<file path="src/rtl/map_table_ckpt_pkg.sv">
// Purpose: shared types and sizing for the checkpointed rename map table.
// Contents: tag/index widths, map entry and CDB payload structs, identity map helper.
package map_table_ckpt_pkg;

  localparam int unsigned N_LANES      = 2;
  localparam int unsigned NUM_ARCH     = 8;
  localparam int unsigned NUM_PHYS     = 64;
  localparam int unsigned NUM_CKPT_DEF = 4;
  localparam int unsigned XLEN         = 32;
  localparam int unsigned REG_IDX_W    = $clog2(NUM_ARCH);
  localparam int unsigned PHYS_TAG_W   = $clog2(NUM_PHYS);
  localparam int unsigned CKPT_IDX_W   = $clog2(NUM_CKPT_DEF);

  typedef logic [REG_IDX_W-1:0]  reg_idx_t;
  typedef logic [PHYS_TAG_W-1:0] phys_tag_t;
  typedef logic [CKPT_IDX_W-1:0] ckpt_idx_t;

  typedef struct packed {
    phys_tag_t phys_reg;
    logic      ready;
  } map_entry_t;

  typedef struct packed {
    logic            valid;
    phys_tag_t       tag;
    logic [XLEN-1:0] data;
  } cdb_entry_t;

  typedef map_entry_t [NUM_ARCH-1:0] map_table_t;

  // Reset image: arch i maps to phys i, already ready.
  function automatic map_table_t identity_map();
    map_table_t t;
    for (int i = 0; i < int'(NUM_ARCH); i++) begin
      t[i].phys_reg = PHYS_TAG_W'(i);
      t[i].ready    = 1'b1;
    end
    return t;
  endfunction

endpackage

</file>
<file path="src/rtl/map_table_ckpt_if.sv">
// Purpose: bundle of rename/CDB/checkpoint signals between the pipeline and the map table.
// master: dispatch, CDB and branch unit side; slave: the map table.
interface map_table_ckpt_if
  import map_table_ckpt_pkg::*;
#(
  parameter int unsigned WIDTH      = N_LANES,
  parameter int unsigned READ_PORTS = 2 * N_LANES,
  parameter int unsigned CDB_PORTS  = N_LANES,
  parameter int unsigned NUM_CKPT   = NUM_CKPT_DEF
);
  localparam int unsigned LANE_W = $clog2(WIDTH + 1);
  localparam int unsigned CKPT_W = $clog2(NUM_CKPT);
  localparam int unsigned CNT_W  = $clog2(NUM_CKPT + 1);

  logic [WIDTH-1:0]  write_enables;
  reg_idx_t          write_addrs     [WIDTH];
  phys_tag_t         write_phys_regs [WIDTH];
  reg_idx_t          read_addrs      [READ_PORTS];
  map_entry_t        read_entries    [READ_PORTS];
  cdb_entry_t        cdb_broadcasts  [CDB_PORTS];
  logic              ckpt_req;
  logic [LANE_W-1:0] ckpt_lane;
  logic              ckpt_ack;
  logic [CKPT_W-1:0] ckpt_id;
  logic              restore_valid;
  logic [CKPT_W-1:0] restore_id;
  logic              free_valid;
  logic [CNT_W-1:0]  ckpt_count;
  logic              ckpt_full;

  modport master (
    output write_enables, write_addrs, write_phys_regs, read_addrs, cdb_broadcasts,
           ckpt_req, ckpt_lane, restore_valid, restore_id, free_valid,
    input  read_entries, ckpt_ack, ckpt_id, ckpt_count, ckpt_full
  );

  modport slave (
    input  write_enables, write_addrs, write_phys_regs, read_addrs, cdb_broadcasts,
           ckpt_req, ckpt_lane, restore_valid, restore_id, free_valid,
    output read_entries, ckpt_ack, ckpt_id, ckpt_count, ckpt_full
  );

endinterface

</file>
<file path="src/rtl/map_table_next.sv">
// Purpose: combinational next image of a map table: CDB wakeups, then rename writes
// of lanes below i_lane_limit (higher lane wins, a write clears ready).
// Ports: i_table in, i_wr_en/i_wr_addr/i_wr_phys lanes, i_cdb_valid/i_cdb_tag wakeups,
//        i_lane_limit lanes considered, o_table result.
module map_table_next
  import map_table_ckpt_pkg::*;
#(
  parameter int unsigned WIDTH     = N_LANES,
  parameter int unsigned CDB_PORTS = N_LANES
) (
  input  map_table_t                   i_table,
  input  logic [WIDTH-1:0]             i_wr_en,
  input  reg_idx_t                     i_wr_addr [WIDTH],
  input  phys_tag_t                    i_wr_phys [WIDTH],
  input  logic [CDB_PORTS-1:0]         i_cdb_valid,
  input  phys_tag_t                    i_cdb_tag [CDB_PORTS],
  input  logic [$clog2(WIDTH+1)-1:0]   i_lane_limit,
  output map_table_t                   o_table
);
  localparam int unsigned LANE_W = $clog2(WIDTH + 1);

  // Wakeups match the incoming tags; writes come after so they override them.
  always_comb begin
    o_table = i_table;
    for (int a = 0; a < int'(NUM_ARCH); a++) begin
      for (int c = 0; c < int'(CDB_PORTS); c++) begin
        if (i_cdb_valid[c] && (i_table[a].phys_reg == i_cdb_tag[c])) o_table[a].ready = 1'b1;
      end
    end
    for (int i = 0; i < int'(WIDTH); i++) begin
      if (i_wr_en[i] && (LANE_W'(i) < i_lane_limit)) begin
        o_table[i_wr_addr[i]].phys_reg = i_wr_phys[i];
        o_table[i_wr_addr[i]].ready    = 1'b0;
      end
    end
  end

endmodule

</file>
<file path="src/rtl/map_table_ckpt.sv">
// Purpose: rename map table with ready bits and a circular buffer of snapshots for
// single-cycle mispredict recovery.
// Ports: clock, reset (async, active-high), bus (slave): rename writes, reads,
//        CDB wakeups, checkpoint take/restore/free and occupancy status.
module map_table_ckpt
  import map_table_ckpt_pkg::*;
#(
  parameter int unsigned WIDTH      = N_LANES,
  parameter int unsigned READ_PORTS = 2 * N_LANES,
  parameter int unsigned CDB_PORTS  = N_LANES,
  parameter int unsigned NUM_CKPT   = NUM_CKPT_DEF
) (
  input logic            clock,
  input logic            reset,
  map_table_ckpt_if.slave bus
);
  localparam int unsigned CKPT_W = $clog2(NUM_CKPT);
  localparam int unsigned PTR_W  = CKPT_W + 1;
  localparam int unsigned CNT_W  = $clog2(NUM_CKPT + 1);
  localparam int unsigned LANE_W = $clog2(WIDTH + 1);

  map_table_t r_live;
  map_table_t r_snap [NUM_CKPT];
  logic [PTR_W-1:0] r_head;
  logic [PTR_W-1:0] r_tail;

  map_table_t           w_live_next;
  map_table_t           w_snap_img;
  map_table_t           w_snap_cdb [NUM_CKPT];
  logic [WIDTH-1:0]     w_wr_en;
  logic [CDB_PORTS-1:0] w_cdb_valid;
  phys_tag_t            w_cdb_tag [CDB_PORTS];
  logic                 w_unused_cdb_data;
  logic [CKPT_W-1:0]    w_dist_idx;
  logic [PTR_W-1:0]     w_dist;
  logic [PTR_W-1:0]     w_count;
  logic [PTR_W-1:0]     w_head_next;
  logic [PTR_W-1:0]     w_tail_next;
  logic                 w_full;
  logic                 w_ack;

  // CDB payload data is not needed here; only valid and tag matter.
  always_comb begin
    w_unused_cdb_data = 1'b0;
    for (int c = 0; c < int'(CDB_PORTS); c++) begin
      w_cdb_valid[c]    = bus.cdb_broadcasts[c].valid;
      w_cdb_tag[c]      = bus.cdb_broadcasts[c].tag;
      w_unused_cdb_data = w_unused_cdb_data ^ (^bus.cdb_broadcasts[c].data);
    end
  end

  function automatic map_table_t cdb_apply(input map_table_t t,
                                           input logic [CDB_PORTS-1:0] v,
                                           input phys_tag_t tg [CDB_PORTS]);
    map_table_t r = t;
    for (int a = 0; a < int'(NUM_ARCH); a++) begin
      for (int c = 0; c < int'(CDB_PORTS); c++) begin
        if (v[c] && (t[a].phys_reg == tg[c])) r[a].ready = 1'b1;
      end
    end
    return r;
  endfunction

  // Occupancy from pointers with an extra wrap bit so full and empty differ.
  assign w_count     = r_tail - r_head;
  assign w_full      = (w_count == PTR_W'(NUM_CKPT));
  assign w_ack       = bus.ckpt_req & ~w_full & ~bus.restore_valid;
  assign w_wr_en     = bus.restore_valid ? '0 : bus.write_enables;
  assign w_dist_idx  = bus.restore_id - r_head[CKPT_W-1:0];
  assign w_dist      = {1'b0, w_dist_idx};

  assign bus.ckpt_ack   = w_ack;
  assign bus.ckpt_id    = r_tail[CKPT_W-1:0];
  assign bus.ckpt_count = CNT_W'(w_count);
  assign bus.ckpt_full  = w_full;

  // Live table reads: no bypass of this cycle's updates.
  always_comb begin
    for (int p = 0; p < int'(READ_PORTS); p++) bus.read_entries[p] = r_live[bus.read_addrs[p]];
  end

  map_table_next #(.WIDTH(WIDTH), .CDB_PORTS(CDB_PORTS)) u_live_next (
    .i_table      (r_live),
    .i_wr_en      (w_wr_en),
    .i_wr_addr    (bus.write_addrs),
    .i_wr_phys    (bus.write_phys_regs),
    .i_cdb_valid  (w_cdb_valid),
    .i_cdb_tag    (w_cdb_tag),
    .i_lane_limit (LANE_W'(WIDTH)),
    .o_table      (w_live_next)
  );

  map_table_next #(.WIDTH(WIDTH), .CDB_PORTS(CDB_PORTS)) u_snap_next (
    .i_table      (r_live),
    .i_wr_en      (w_wr_en),
    .i_wr_addr    (bus.write_addrs),
    .i_wr_phys    (bus.write_phys_regs),
    .i_cdb_valid  (w_cdb_valid),
    .i_cdb_tag    (w_cdb_tag),
    .i_lane_limit (bus.ckpt_lane),
    .o_table      (w_snap_img)
  );

  // Stored snapshots keep tracking wakeups so a restore sees current readiness.
  for (genvar s = 0; s < int'(NUM_CKPT); s++) begin : g_snap_cdb
    assign w_snap_cdb[s] = cdb_apply(r_snap[s], w_cdb_valid, w_cdb_tag);
  end

  // Restore rewinds tail to the restored slot; a coincident free of that same
  // slot leaves the buffer empty with tail == head.
  always_comb begin
    w_head_next = r_head + PTR_W'(bus.free_valid);
    w_tail_next = r_tail + PTR_W'(w_ack);
    if (bus.restore_valid) begin
      w_tail_next = r_head + w_dist;
      if (bus.free_valid && (w_dist == '0)) w_tail_next = w_head_next;
    end
  end

  always_ff @(posedge clock or posedge reset) begin
    if (reset) begin
      r_live <= identity_map();
      r_head <= '0;
      r_tail <= '0;
    end else begin
      r_live <= bus.restore_valid ? w_snap_cdb[bus.restore_id] : w_live_next;
      r_head <= w_head_next;
      r_tail <= w_tail_next;
    end
  end

  always_ff @(posedge clock or posedge reset) begin
    if (reset) begin
      for (int s = 0; s < int'(NUM_CKPT); s++) r_snap[s] <= identity_map();
    end else begin
      for (int s = 0; s < int'(NUM_CKPT); s++) begin
        if (w_ack && (r_tail[CKPT_W-1:0] == CKPT_W'(s))) r_snap[s] <= w_snap_img;
        else                                             r_snap[s] <= w_snap_cdb[s];
      end
    end
  end

  a_free_nonempty: assert property (@(posedge clock) disable iff (reset)
    bus.free_valid |-> (w_count != '0))
    else $error("free with no live checkpoint");

  a_restore_live: assert property (@(posedge clock) disable iff (reset)
    bus.restore_valid |-> (w_dist < w_count))
    else $error("restore of a non-live checkpoint");

endmodule

</file>
<file path="src/flat_wrapper.sv">
// flat-port wrapper written by rule: the top's interface ports become plain ports
module map_table_ckpt_flat import map_table_ckpt_pkg::*;
#(
  parameter int unsigned WIDTH      = N_LANES,
  parameter int unsigned READ_PORTS = 2 * N_LANES,
  parameter int unsigned CDB_PORTS  = N_LANES,
  parameter int unsigned NUM_CKPT   = NUM_CKPT_DEF
)
  (clock, reset, bus_write_enables, bus_write_addrs, bus_write_phys_regs, bus_read_addrs, bus_cdb_broadcasts, bus_ckpt_req, bus_ckpt_lane, bus_restore_valid, bus_restore_id, bus_free_valid, bus_read_entries, bus_ckpt_ack, bus_ckpt_id, bus_ckpt_count, bus_ckpt_full);
  map_table_ckpt_if #(.WIDTH(WIDTH), .READ_PORTS(READ_PORTS), .CDB_PORTS(CDB_PORTS), .NUM_CKPT(NUM_CKPT)) bus_i ();
  input logic clock;
  input logic reset;
  input wire logic [$bits(bus_i.write_enables)-1:0] bus_write_enables;
  input wire logic [$bits(bus_i.write_addrs)-1:0] bus_write_addrs;
  input wire logic [$bits(bus_i.write_phys_regs)-1:0] bus_write_phys_regs;
  input wire logic [$bits(bus_i.read_addrs)-1:0] bus_read_addrs;
  input wire logic [$bits(bus_i.cdb_broadcasts)-1:0] bus_cdb_broadcasts;
  input wire logic [$bits(bus_i.ckpt_req)-1:0] bus_ckpt_req;
  input wire logic [$bits(bus_i.ckpt_lane)-1:0] bus_ckpt_lane;
  input wire logic [$bits(bus_i.restore_valid)-1:0] bus_restore_valid;
  input wire logic [$bits(bus_i.restore_id)-1:0] bus_restore_id;
  input wire logic [$bits(bus_i.free_valid)-1:0] bus_free_valid;
  output wire logic [$bits(bus_i.read_entries)-1:0] bus_read_entries;
  output wire logic [$bits(bus_i.ckpt_ack)-1:0] bus_ckpt_ack;
  output wire logic [$bits(bus_i.ckpt_id)-1:0] bus_ckpt_id;
  output wire logic [$bits(bus_i.ckpt_count)-1:0] bus_ckpt_count;
  output wire logic [$bits(bus_i.ckpt_full)-1:0] bus_ckpt_full;
  assign bus_i.write_enables = bus_write_enables;
  assign bus_i.write_addrs = {>>{bus_write_addrs}};
  assign bus_i.write_phys_regs = {>>{bus_write_phys_regs}};
  assign bus_i.read_addrs = {>>{bus_read_addrs}};
  assign bus_i.cdb_broadcasts = {>>{bus_cdb_broadcasts}};
  assign bus_i.ckpt_req = bus_ckpt_req;
  assign bus_i.ckpt_lane = bus_ckpt_lane;
  assign bus_i.restore_valid = bus_restore_valid;
  assign bus_i.restore_id = bus_restore_id;
  assign bus_i.free_valid = bus_free_valid;
  assign bus_read_entries = {>>{bus_i.read_entries}};
  assign bus_ckpt_ack = bus_i.ckpt_ack;
  assign bus_ckpt_id = bus_i.ckpt_id;
  assign bus_ckpt_count = bus_i.ckpt_count;
  assign bus_ckpt_full = bus_i.ckpt_full;
  map_table_ckpt #(.WIDTH(WIDTH), .READ_PORTS(READ_PORTS), .CDB_PORTS(CDB_PORTS), .NUM_CKPT(NUM_CKPT)) u_core (.clock(clock), .reset(reset), .bus(bus_i));
endmodule
</file>
<file path="config.mk">
export PLATFORM = sky130hd
export DESIGN_NAME = map_table_ckpt_flat
export DESIGN_NICKNAME = d
export VERILOG_FILES = /design/src/rtl/map_table_ckpt_pkg.sv /design/src/rtl/map_table_ckpt_if.sv /design/src/rtl/map_table_next.sv /design/src/rtl/map_table_ckpt.sv /design/src/flat_wrapper.sv
export SDC_FILE = /design/constraint.sdc
export NUM_CORES = 1
export LEC_CHECK = 0
export CORE_ASPECT_RATIO = 1.25
export CORE_MARGIN = 4
export CORE_UTILIZATION = 60
export CTS_BUF_LIST = sky130_fd_sc_hd__clkbuf_4 sky130_fd_sc_hd__clkbuf_8 sky130_fd_sc_hd__clkbuf_16
export DETAILED_ROUTE_END_ITERATION = 10
export GPL_TIMING_DRIVEN = 0
export HOLD_SLACK_MARGIN = 0.06
export PLACE_DENSITY = 0.79
export SLEW_MARGIN = 25
export SYNTH_ARGS = -nofsm -noshare
export SYNTH_HDL_FRONTEND = slang
export SYNTH_SLANG_ARGS = --single-unit
</file>
<file path="constraint.sdc">
create_clock -name clock -period 25.3 [get_ports clock]
set_input_delay 5.06 -clock clock [delete_from_list [all_inputs] [get_ports clock]]
set_output_delay 5.06 -clock clock [all_outputs]
set_load 0.005 [all_outputs]
</file>
==> flow_metrics.py, run 1 <==
metrics = {
    "status": {
        "outcome": "complete, no violations",
    },
    "critical_path": {
        "crit_type": "in2out",
        "r2r_cells": 11,
        "r2r-end": "u_core.r_snap[127]",
        "critical_path.most_common_cell": "clkdlybuf4s50_1",
        "cp_cell_sequence": "clkdlybuf4s50_1, clkbuf_1, mux4_2, mux2_2, clkdlybuf4s50_1",
        "timing.reg2reg.setup_slack_ps": 21750,
        "rr_startpoint": "u_core.r_tail[0]",
        "worstPathMaxFanout": 10,
        "critPathBufInv": 3,
        "cp_data_arrival_time_ps": 7500,
        "path_delay_family": "buffers and inverters",
        "critPathCaptureType": "output pin",
        "crit_path_top_delay_cell": "clkdlybuf4s50_1",
        "max_stage_delay_ps": 600,
        "crit_required_ps": 20240,
        "startpoint_type": "input pin",
    },
    "placement": {
        "place_congestion": 1.107,
        "dp_cells": 2794,
        "io_buffers": 66,
        "hpwl_um": 69500,
        "dpl_cell_area_sq_um": 23430,
    },
    "detailed_routing": {
        "vias": 20110,
        "drt-initial-drc-count": 3137,
        "drc_errors": 0,
        "drtAntennaViolNets": 0,
        "viasPerCell": 7.042,
        "first_pass_iters": 6,
        "routedWlPerCell_um": 33.17,
        "routed_wl_um": 94730,
    },
    "clock_tree": {
        "cts_buffers": 34,
        "cts-root-buf": "clkbuf_16",
        "htreeDepth": 2,
        "postCtsHoldBufs": 0,
        "clockBufferDepth": 3,
        "cts_resized": 0,
        "clock_latency_ps": 540,
        "cts_tree": "done",
        "postCtsSetupRepairBufs": 0,
        "clkTransAtPathRegs_ps": 50,
        "clock-sinks": 286,
    },
    "sta": {
        "rsz0062_at_grt": "no",
        "fin_crit_sh_pct": 49.66,
        "period_minus_slack_ps": 12560,
        "fin_setup_tns_ps": 0,
        "setup_violations": 0,
        "max_slew_margin_pct": 25.16,
        "max_freq_ghz": 0.07959,
        "tightestPinTransition_ps": 1116,
        "drv_slew": 0,
        "final.setup_skew_ps": 14.23,
        "hold_viol": 0,
    },
    "global_route": {
        "grt_start_max_net_pins": 99,
        "overflow": 0,
        "grt_pass1_vias": 19780,
        "track_usage_pct": 45.87,
        "grt_pass1_wl_um": 134700,
        "antenna_found_initial": 2,
    },
    "power": {
        "vdd_ir_drop_max_mv": 0.1068,
        "seq_power_share_pct": 34.7,
        "combPwrFrac_pct": 44.8,
        "power_mw": 2.670,
        "p_sw_mw": 1.097,
        "clkPwrFrac_pct": 20.6,
        "power.leakage_nw": 10.18,
        "power.density_nw_per_um2": 108.2,
        "p_sw_share_pct": 41.10,
        "p_int_mw": 1.573,
    },
    "logic_synthesis": {
        "synth-seq-area-share_pct": 32.99,
        "ys_types": 55,
        "synth_common_cells": "267 x xor2_1, 227 x nand2_1, 217 x xnor2_1",
        "async_flop_share_pct": 100.0,
        "synth_area_leaders": "dfrtp_1 21%, dfstp_2 12%, mux4_2 11%",
        "synth_nets": 2373,
        "synth_area_per_cell_sq_um": 9.831,
        "syn_inst": 2245,
        "yosys_warnings": 0,
        "synth_area_leader_cell": "dfrtp_1",
        "ys_ff_latch": 286,
        "synth_top_area_share_pct": 21.09,
        "yosysMostFrequentCell": "xor2_1",
        "syn_area_sq_um": 22070,
        "synth_edf_count": 0,
        "synth_flop_cell": "dfrtp_1",
    },
    "min_path": {
        "worstHoldStart": "u_core.r_snap[64]",
        "min_path_type": "reg2reg",
        "holdPathEnd": "u_core.r_snap[64]",
        "hold-path-cell-count": 2,
    },
    "die": {
        "die_w_um": 179.5,
        "die-area_sq_um": 39940,
        "io_pins": 154,
        "num_rows": 78,
        "coreArea_sq_um": 36300,
        "dieHeight_um": 222.4,
        "initial_core_util_pct": 60.79,
    },
    "final_layout": {
        "fin_area_sq_um": 24660,
        "layout-drive-gt1-share_pct": 21.89,
        "final_nets": 2478,
        "fin_cells": 2856,
        "post-route-util_pct": 67.94,
        "syn_to_final_growth_pct": 11.75,
        "nFillCells": 2903,
    },
    "job": {
        "max_cap_violations": 0,
    },
}
-- routing by layer --
metal	vias to the layer above	track usage [%]	part of all wire, %
li1	8133	-	-
met1	9762	55.60	34
met2	1706	69.13	43
met3	508	14.15	13
met4	4	33.76	9.9
met5	-	0	0.031
-- per-stage QoR --
stage	hold WS (ps)	worst slack, ps
finish	514.6	12740
global route	552.2	12740
CTS	518.0	12770
detailed placement	510.6	12780
global placement	500.1	9064
floorplan	486.3	12510
-- area by class of cell --
| class | count | area [sq um] | share of cell area (%) |
|---|---|---|---|
| antenna | 1 | 2.502 | 0.01015 |
| buffer | 240 | 1027 | 4.165 |
| clock buffer | 48 | 1005 | 4.073 |
| clock inverter | 13 | 225.2 | 0.9131 |
| inverter | 12 | 52.55 | 0.2131 |
| multi-input combinational | 1707 | 13730 | 55.65 |
| sequential | 286 | 7282 | 29.52 |
| tap | 480 | 600.6 | 2.435 |
| timing repair buffer | 69 | 743.2 | 3.013 |
-- flip-flops by register name, summed over array words and instances (netlist names) --
name and flops:
u_core.r_snap 224, u_core.r_live 56, u_core.r_head 3, u_core.r_tail 3
-- power by group through the flow --
stage / Sequential, mW / Combinational [mW] / Clock, mW
2_1_floorplan: 0.832 / 0.803 / 0
6_report: 0.925 / 1.19 / 0.550
3_5_place_dp: 0.916 / 1.14 / 0
3_3_place_gp: 0.908 / 1.11 / 0
5_1_grt: 0.935 / 1.26 / 0.566
4_1_cts: 0.910 / 1.15 / 0.547
-- worst max-delay path by stage --
stage	start	to	slack, ps	cells after the start
final	bus_read_addrs[1]	bus_read_entries[1]	12740	5
after global routing	bus_read_addrs[1]	bus_read_entries[1]	12740	5
after CTS	bus_read_addrs[1]	bus_read_entries[1]	12770	5
after detailed placement	bus_read_addrs[1]	bus_read_entries[1]	12780	5
after global placement	reset	u_core.r_live[32]	9060	2
after floorplan	reset	u_core.r_head[0]	12510	1
-- worst min-delay path, delay by kind of cell (launching register included) --
kind | cells | cell delay (ps)
flip-flops | 1 | 390
AO/OA/AOI/OAI | 1 | 60
AND/OR/NAND/NOR | 1 | 50
-- placed cells by master, fill, tap and decap left out, drive strengths merged, types with 72 or more instances in the layout --
cell type  count
nand2        227
o21ai        167
clkbuf       185
nor4          72
xor2         267
dfstp        100
mux4         104
mux2         140
xnor2        217
dfrtp        186
nor2          90
mux2i         77
buf          106
-- kinds of logic after synthesis --
group | Yosys count | synth area share [%]
adders and majority gates | 9 | 0.6122
and+or+nand+nor | 578 | 12.70
DFF | 286 | 32.99
muxes | 321 | 21.25
xor gates and xnor gates | 485 | 19.31
buffers and inverters | 252 | 4.830
AOI/OAI and AO/OA | 314 | 8.305
No activity file was read; power rests on OpenSTA's default activity.
==> inputs of run 2 (changes only) <==
Settings changed: CORE_UTILIZATION 60 to 55, PLACE_DENSITY 0.79 to 0.76.
Clock period 25.3 ns to 11.28 ns, I/O delays scaled along.
==> run 2 against run 1 <==
Compared with the run above:
- cell area down 0.55%
- register-to-register slack worse by 14000 ps
- first-iteration DRC count down 9.7%
- sequential share of layout area up 0.16 points
- clock power up 98%
- routed wire length up 1.5%
- utilization down 5.7 points
- largest cell class unchanged
==> flow_metrics.py, run 2 (synthesis results as in run 1) <==
metrics = {
    "clock_tree": {
        "htreeDepth": 1,
        "cts_resized": 0,
        "clkTransAtPathRegs_ps": 60,
        "cts_buffers": 31,
        "cts_tree": "done",
        "clockBufferDepth": 3,
        "postCtsHoldBufs": 0,
        "clock-sinks": 286,
        "cts-root-buf": "clkbuf_16",
        "postCtsSetupRepairBufs": 0,
        "clock_latency_ps": 610,
    },
    "final_layout": {
        "top_regs": "u_core.r_snap (224), u_core.r_live (56)",
        "syn_to_final_growth_pct": 11.14,
        "nFillCells": 3286,
        "largest-register": "u_core.r_snap",
        "post-route-util_pct": 62.22,
        "fin_area_sq_um": 24530,
        "layout_common_cells": "267 x xor2_1, 227 x nand2_1, 217 x xnor2_1",
        "final_nets": 2476,
        "layout_commonest_cell": "xor2_1",
        "largest_register_ffs": 224,
        "layout-drive-gt1-share_pct": 21.80,
    },
    "critical_path": {
        "crit_required_ps": 9020,
        "cp_data_arrival_time_ps": 4670,
        "r2r-end": "u_core.r_snap[114]",
        "critPathBufInv": 3,
        "crit_path_end": "bus_read_entries[11]",
        "critical_path.most_common_cell": "clkdlybuf4s50_1",
        "worstPathMaxFanout": 10,
        "cp_cell_sequence": "clkdlybuf4s50_1, clkbuf_1, mux4_2, mux2_2, clkdlybuf4s50_1",
        "rr_startpoint": "u_core.r_tail[0]",
        "r2r_cells": 11,
        "critPathCaptureType": "output pin",
        "cp-startpoint": "bus_read_addrs[4]",
        "crit_path_top_delay_cell": "clkdlybuf4s50_1",
        "max_stage_delay_ps": 590,
        "cp.depth": 5,
        "timing.reg2reg.setup_slack_ps": 7780,
        "startpoint_type": "input pin",
        "crit_type": "in2out",
        "path_delay_family": "buffers and inverters",
    },
    "detailed_routing": {
        "first_pass_iters": 6,
        "wl_met1_um": 33410,
        "drt-initial-drc-count": 2834,
        "viasPerCell": 7.056,
        "met2WireLength_um": 42210,
        "routedWlPerCell_um": 33.48,
        "vias": 20270,
        "wl_met3_um": 11520,
        "drc_errors": 0,
        "routed.top_layer": "met5",
        "drtAntennaViolNets": 0,
        "routed_wl_um": 96190,
    },
    "sta": {
        "hold_viol": 0,
        "fin_crit_sh_pct": 61.36,
        "period_minus_slack_ps": 6921,
        "max_freq_ghz": 0.1445,
        "setup_violations": 0,
        "tightestPinTransition_ps": 1111,
        "final.setup_skew_ps": 24.99,
        "rsz0062_at_grt": "no",
        "max_slew_margin_pct": 25.15,
        "drv_slew": 0,
    },
    "power": {
        "power.density_nw_per_um2": 239.0,
        "power.leakage_nw": 10.11,
        "vdd_ir_drop_max_mv": 0.1737,
    },
    "placement": {
        "place_congestion": 1.022,
        "io_buffers": 66,
        "hpwl_um": 71350,
        "dpl_cell_area_sq_um": 23470,
    },
    "global_route": {
        "track_usage_pct": 43.23,
        "grt_pass1_vias": 19930,
        "grt_start_max_net_pins": 103,
        "grt_pass1_wl_um": 137800,
        "antenna_found_initial": 6,
        "overflow": 0,
    },
    "job": {
        "max_cap_violations": 0,
    },
    "die": {
        "dieHeight_um": 232.0,
        "die-area_sq_um": 43420,
        "die_w_um": 187.2,
        "io_pins": 154,
        "coreArea_sq_um": 39420,
        "num_rows": 81,
        "initial_core_util_pct": 55.98,
    },
    "min_path": {
        "min_path_type": "reg2reg",
    },
    "status": {
        "outcome": "complete, no violations",
    },
}
## run 2: per-stage QoR
| stage | cells | setup WS [ps] | hold slack (ps) | power, mW | setup TNS, ps |
|---|---|---|---|---|---|
| after floorplan | 2245 | 1297 | 486.3 | 3.667 | 0 |
| after CTS | 2870 | 4356 | 526.3 | 5.730 | 0 |
| after global placement | 2809 | -2178 | 504.3 | 4.559 | -399340 |
| final | 2873 | 4359 | 526.7 | 5.864 | 0 |
| after global routing | 2870 | 4303 | 541.0 | 6.079 | 0 |
| after detailed placement | 2813 | 4364 | 517.3 | 4.651 | 0 |
## run 2: worst min path at each step
| stage | start | endpoint | slack, ps | cells past startpoint |
|---|---|---|---|---|
| floorplan | u_core.r_snap[16] | u_core.r_snap[16] | 490 | 2 |
| global placement | u_core.r_snap[120] | u_core.r_snap[120] | 500 | 2 |
| detailed placement | u_core.r_snap[176] | u_core.r_snap[176] | 520 | 2 |
| CTS | u_core.r_snap[176] | u_core.r_snap[176] | 530 | 2 |
| global route | u_core.r_snap[143] | u_core.r_snap[143] | 540 | 2 |
| finish | u_core.r_snap[176] | u_core.r_snap[176] | 530 | 2 |
## run 2: routing by layer
| metal | GRT usage, % | vias to the layer above |
|---|---|---|
| li1 | - | 8119 |
| met1 | 51.15 | 9982 |
| met2 | 67.04 | 1612 |
| met3 | 13.32 | 550 |
| met4 | 31.09 | 10 |
| met5 | 0 | - |
## run 2: power by group
part	internal, mW	total (mW)	switching (mW)
clock network	0.625	1.09	0.466
registers	1.54	2.08	0.540
logic	1.23	2.70	1.47
## run 2: final cells by class
cell class / instances / area (sq um) / share of cell area [%]
Antenna cell: 3 / 7.507 / 0.03060
Buffer: 240 / 1027 / 4.188
Clock buffer: 45 / 905.9 / 3.693
Clock inverter: 12 / 146.4 / 0.5968
Inverter: 12 / 52.55 / 0.2142
Multi-Input combinational cell: 1707 / 13730 / 55.96
Sequential cell: 286 / 7282 / 29.69
Tap cell: 498 / 623.1 / 2.540
Timing Repair Buffer: 70 / 758.2 / 3.091
## run 2: tightest hold or removal path, cell delays in order, from the launching register on
cell,delay [ps]
dfstp_2,400
nand2_1,50
o21ai_0,70
==> inputs of run 3 (changes only) <==
Settings changed: CORE_UTILIZATION 55 to 60, PLACE_DENSITY 0.76 to 0.79.
Clock period 11.28 ns to 6.8 ns, I/O delays scaled along.
==> run 3 against run 2 <==
Compared with the run above:
- routed wire length is 1.2% lower
- utilization is 5.8 points higher
- critical endpoint is now bus_read_entries[5]
- cell area is 0.61% higher
- flip-flop and latch count stayed put
- die area is 8.0% lower
- sequential share of layout area is 0.18 points lower
- largest cell class unchanged
- sequential power is 66% higher
==> flow_metrics.py, run 3 (synthesis results as in run 1) <==
metrics = {
    "power": {
        "vdd_ir_drop_max_mv": 0.3517,
        "power.leakage_nw": 10.17,
        "power_mw": 9.809,
        "power.density_nw_per_um2": 397.4,
    },
    "sta": {
        "fin_crit_sh_pct": 75.85,
        "fin_ws_ps": 1642,
        "drv_slew": 0,
        "fin_hold_ws_ps": 521.9,
        "period_minus_slack_ps": 5158,
        "final.setup_skew_ps": 33.00,
        "max_slew_margin_pct": 24.27,
        "rsz0062_at_grt": "no",
        "tightestPinTransition_ps": 1129,
        "max_freq_ghz": 0.1939,
        "hold_viol": 0,
        "setup_violations": 0,
    },
    "detailed_routing": {
        "drt-initial-drc-count": 3333,
        "routed_wl_um": 95040,
        "first_pass_iters": 9,
        "vias": 20360,
        "drc_errors": 0,
        "drtAntennaViolNets": 0,
        "routedWlPerCell_um": 33.23,
        "viasPerCell": 7.120,
    },
    "critical_path": {
        "critical_path.most_common_cell": "clkdlybuf4s50_1",
        "path_delay_family": "buffers and inverters",
        "r2r_cells": 11,
        "cp_cell_sequence": "clkdlybuf4s50_1, clkbuf_1, mux4_2, mux2_2, clkdlybuf4s50_1",
        "startpoint_type": "input pin",
        "max_stage_delay_ps": 610,
        "crit_required_ps": 5440,
        "crit_path_top_delay_cell": "clkdlybuf4s50_1",
        "critPathBufInv": 3,
        "critPathCaptureType": "output pin",
        "worstPathMaxFanout": 10,
        "cp_data_arrival_time_ps": 3800,
        "cp.depth": 5,
        "crit_type": "in2out",
    },
    "placement": {
        "dp_slack_ps": 1682,
        "hpwl_um": 70500,
        "io_buffers": 66,
        "place_congestion": 1.064,
        "dpl_cell_area_sq_um": 23550,
    },
    "die": {
        "num_rows": 78,
        "dieHeight_um": 222.4,
        "initial_core_util_pct": 60.79,
        "coreArea_sq_um": 36300,
        "io_pins": 154,
        "die-area_sq_um": 39940,
        "die_w_um": 179.5,
    },
    "job": {
        "max_cap_violations": 0,
    },
    "global_route": {
        "track_usage_pct": 46.35,
        "grt_pass1_vias": 20100,
        "antenna_found_initial": 5,
        "overflow": 0,
        "grt_pass1_wl_um": 137100,
        "grt_start_max_net_pins": 35,
    },
    "final_layout": {
        "post-route-util_pct": 67.98,
        "top_regs": "u_core.r_snap (224), u_core.r_live (56)",
        "syn_to_final_growth_pct": 11.82,
        "largest-register": "u_core.r_snap",
        "final_nets": 2482,
        "largest_register_ffs": 224,
        "layout-drive-gt1-share_pct": 22.03,
        "layout_commonest_cell": "xor2_1",
        "nFillCells": 2884,
        "layout_common_cells": "267 x xor2_1, 227 x nand2_1, 217 x xnor2_1",
        "fin_area_sq_um": 24680,
    },
    "status": {
        "outcome": "complete, no violations",
    },
    "clock_tree": {
        "postCtsHoldBufs": 0,
        "cts-root-buf": "clkbuf_16",
        "clock-sinks": 286,
        "clock_latency_ps": 620,
        "cts_tree": "done",
        "cts_resized": 0,
        "postCtsSetupRepairBufs": 0,
        "htreeDepth": 1,
        "cts_buffers": 31,
        "clockBufferDepth": 3,
        "clkTransAtPathRegs_ps": 60,
    },
    "min_path": {
        "hold-path-cell-count": 2,
        "min_path_type": "reg2reg",
    },
}
## run 3: where the power goes
part           switching, mW  internal [mW]  total, mW
combinational           2.43           2.05       4.48
sequential             0.900           2.55       3.45
clock                  0.769           1.12       1.88
total                   4.10           5.71       9.81
## run 3: area by class of cell
type	count	area, sq um	area share [%]
Multi-Input combinational cell	1707	13730	55.63
Timing Repair Buffer	76	868.3	3.518
Clock buffer	47	952.2	3.858
Sequential cell	286	7282	29.51
Inverter	12	48.80	0.1977
Clock inverter	11	170.2	0.6895
Tap cell	480	600.6	2.433
Buffer	240	1027	4.162
Antenna cell	1	2.502	0.01014
## run 3: final timing paths
path / startpoint / endpoint / slack [ps]
max: bus_read_addrs[1] / bus_read_entries[5] / 1640
min: u_core.r_snap[120] / u_core.r_snap[120] / 520
max reg2reg: u_core.r_tail[0] / u_core.r_snap[141] / 3250
min reg2reg: u_core.r_snap[120] / u_core.r_snap[120] / 520
max in group asynchronous: reset / u_core.r_live[36] / 4770
min in group asynchronous: reset / u_core.r_snap[39] / 1080
## run 3: through the flow
step | setup TNS [ps] | cells
2_1_floorplan | 0 | 2245
3_3_place_gp | -59880 | 2791
3_5_place_dp | 0 | 2801
4_1_cts | 0 | 2859
5_1_grt | 0 | 2860
6_report | 0 | 2860
## run 3: metal layers
| layer | vias to the layer above | routed length (um) | track usage (%) |
|---|---|---|---|
| met3 | 568 | 13150 | 15.70 |
| met1 | 9815 | 31710 | 55.93 |
| met2 | 1854 | 40680 | 68.93 |
| li1 | 8122 | - | - |
| met4 | 4 | 9475 | 34.35 |
| met5 | - | 21 | 0 |
## run 3: worst reg2reg max path, cell delays in order (launching register included)
cell      delay [ps]
dfrtp_1          460
inv_1            140
ha_1             230
fa_1             370
xor3_1           390
and3_4           210
nor3b_4          340
nand3_2          330
buf_2            390
clkbuf_1         330
nand2_1          140
o21ai_0           90
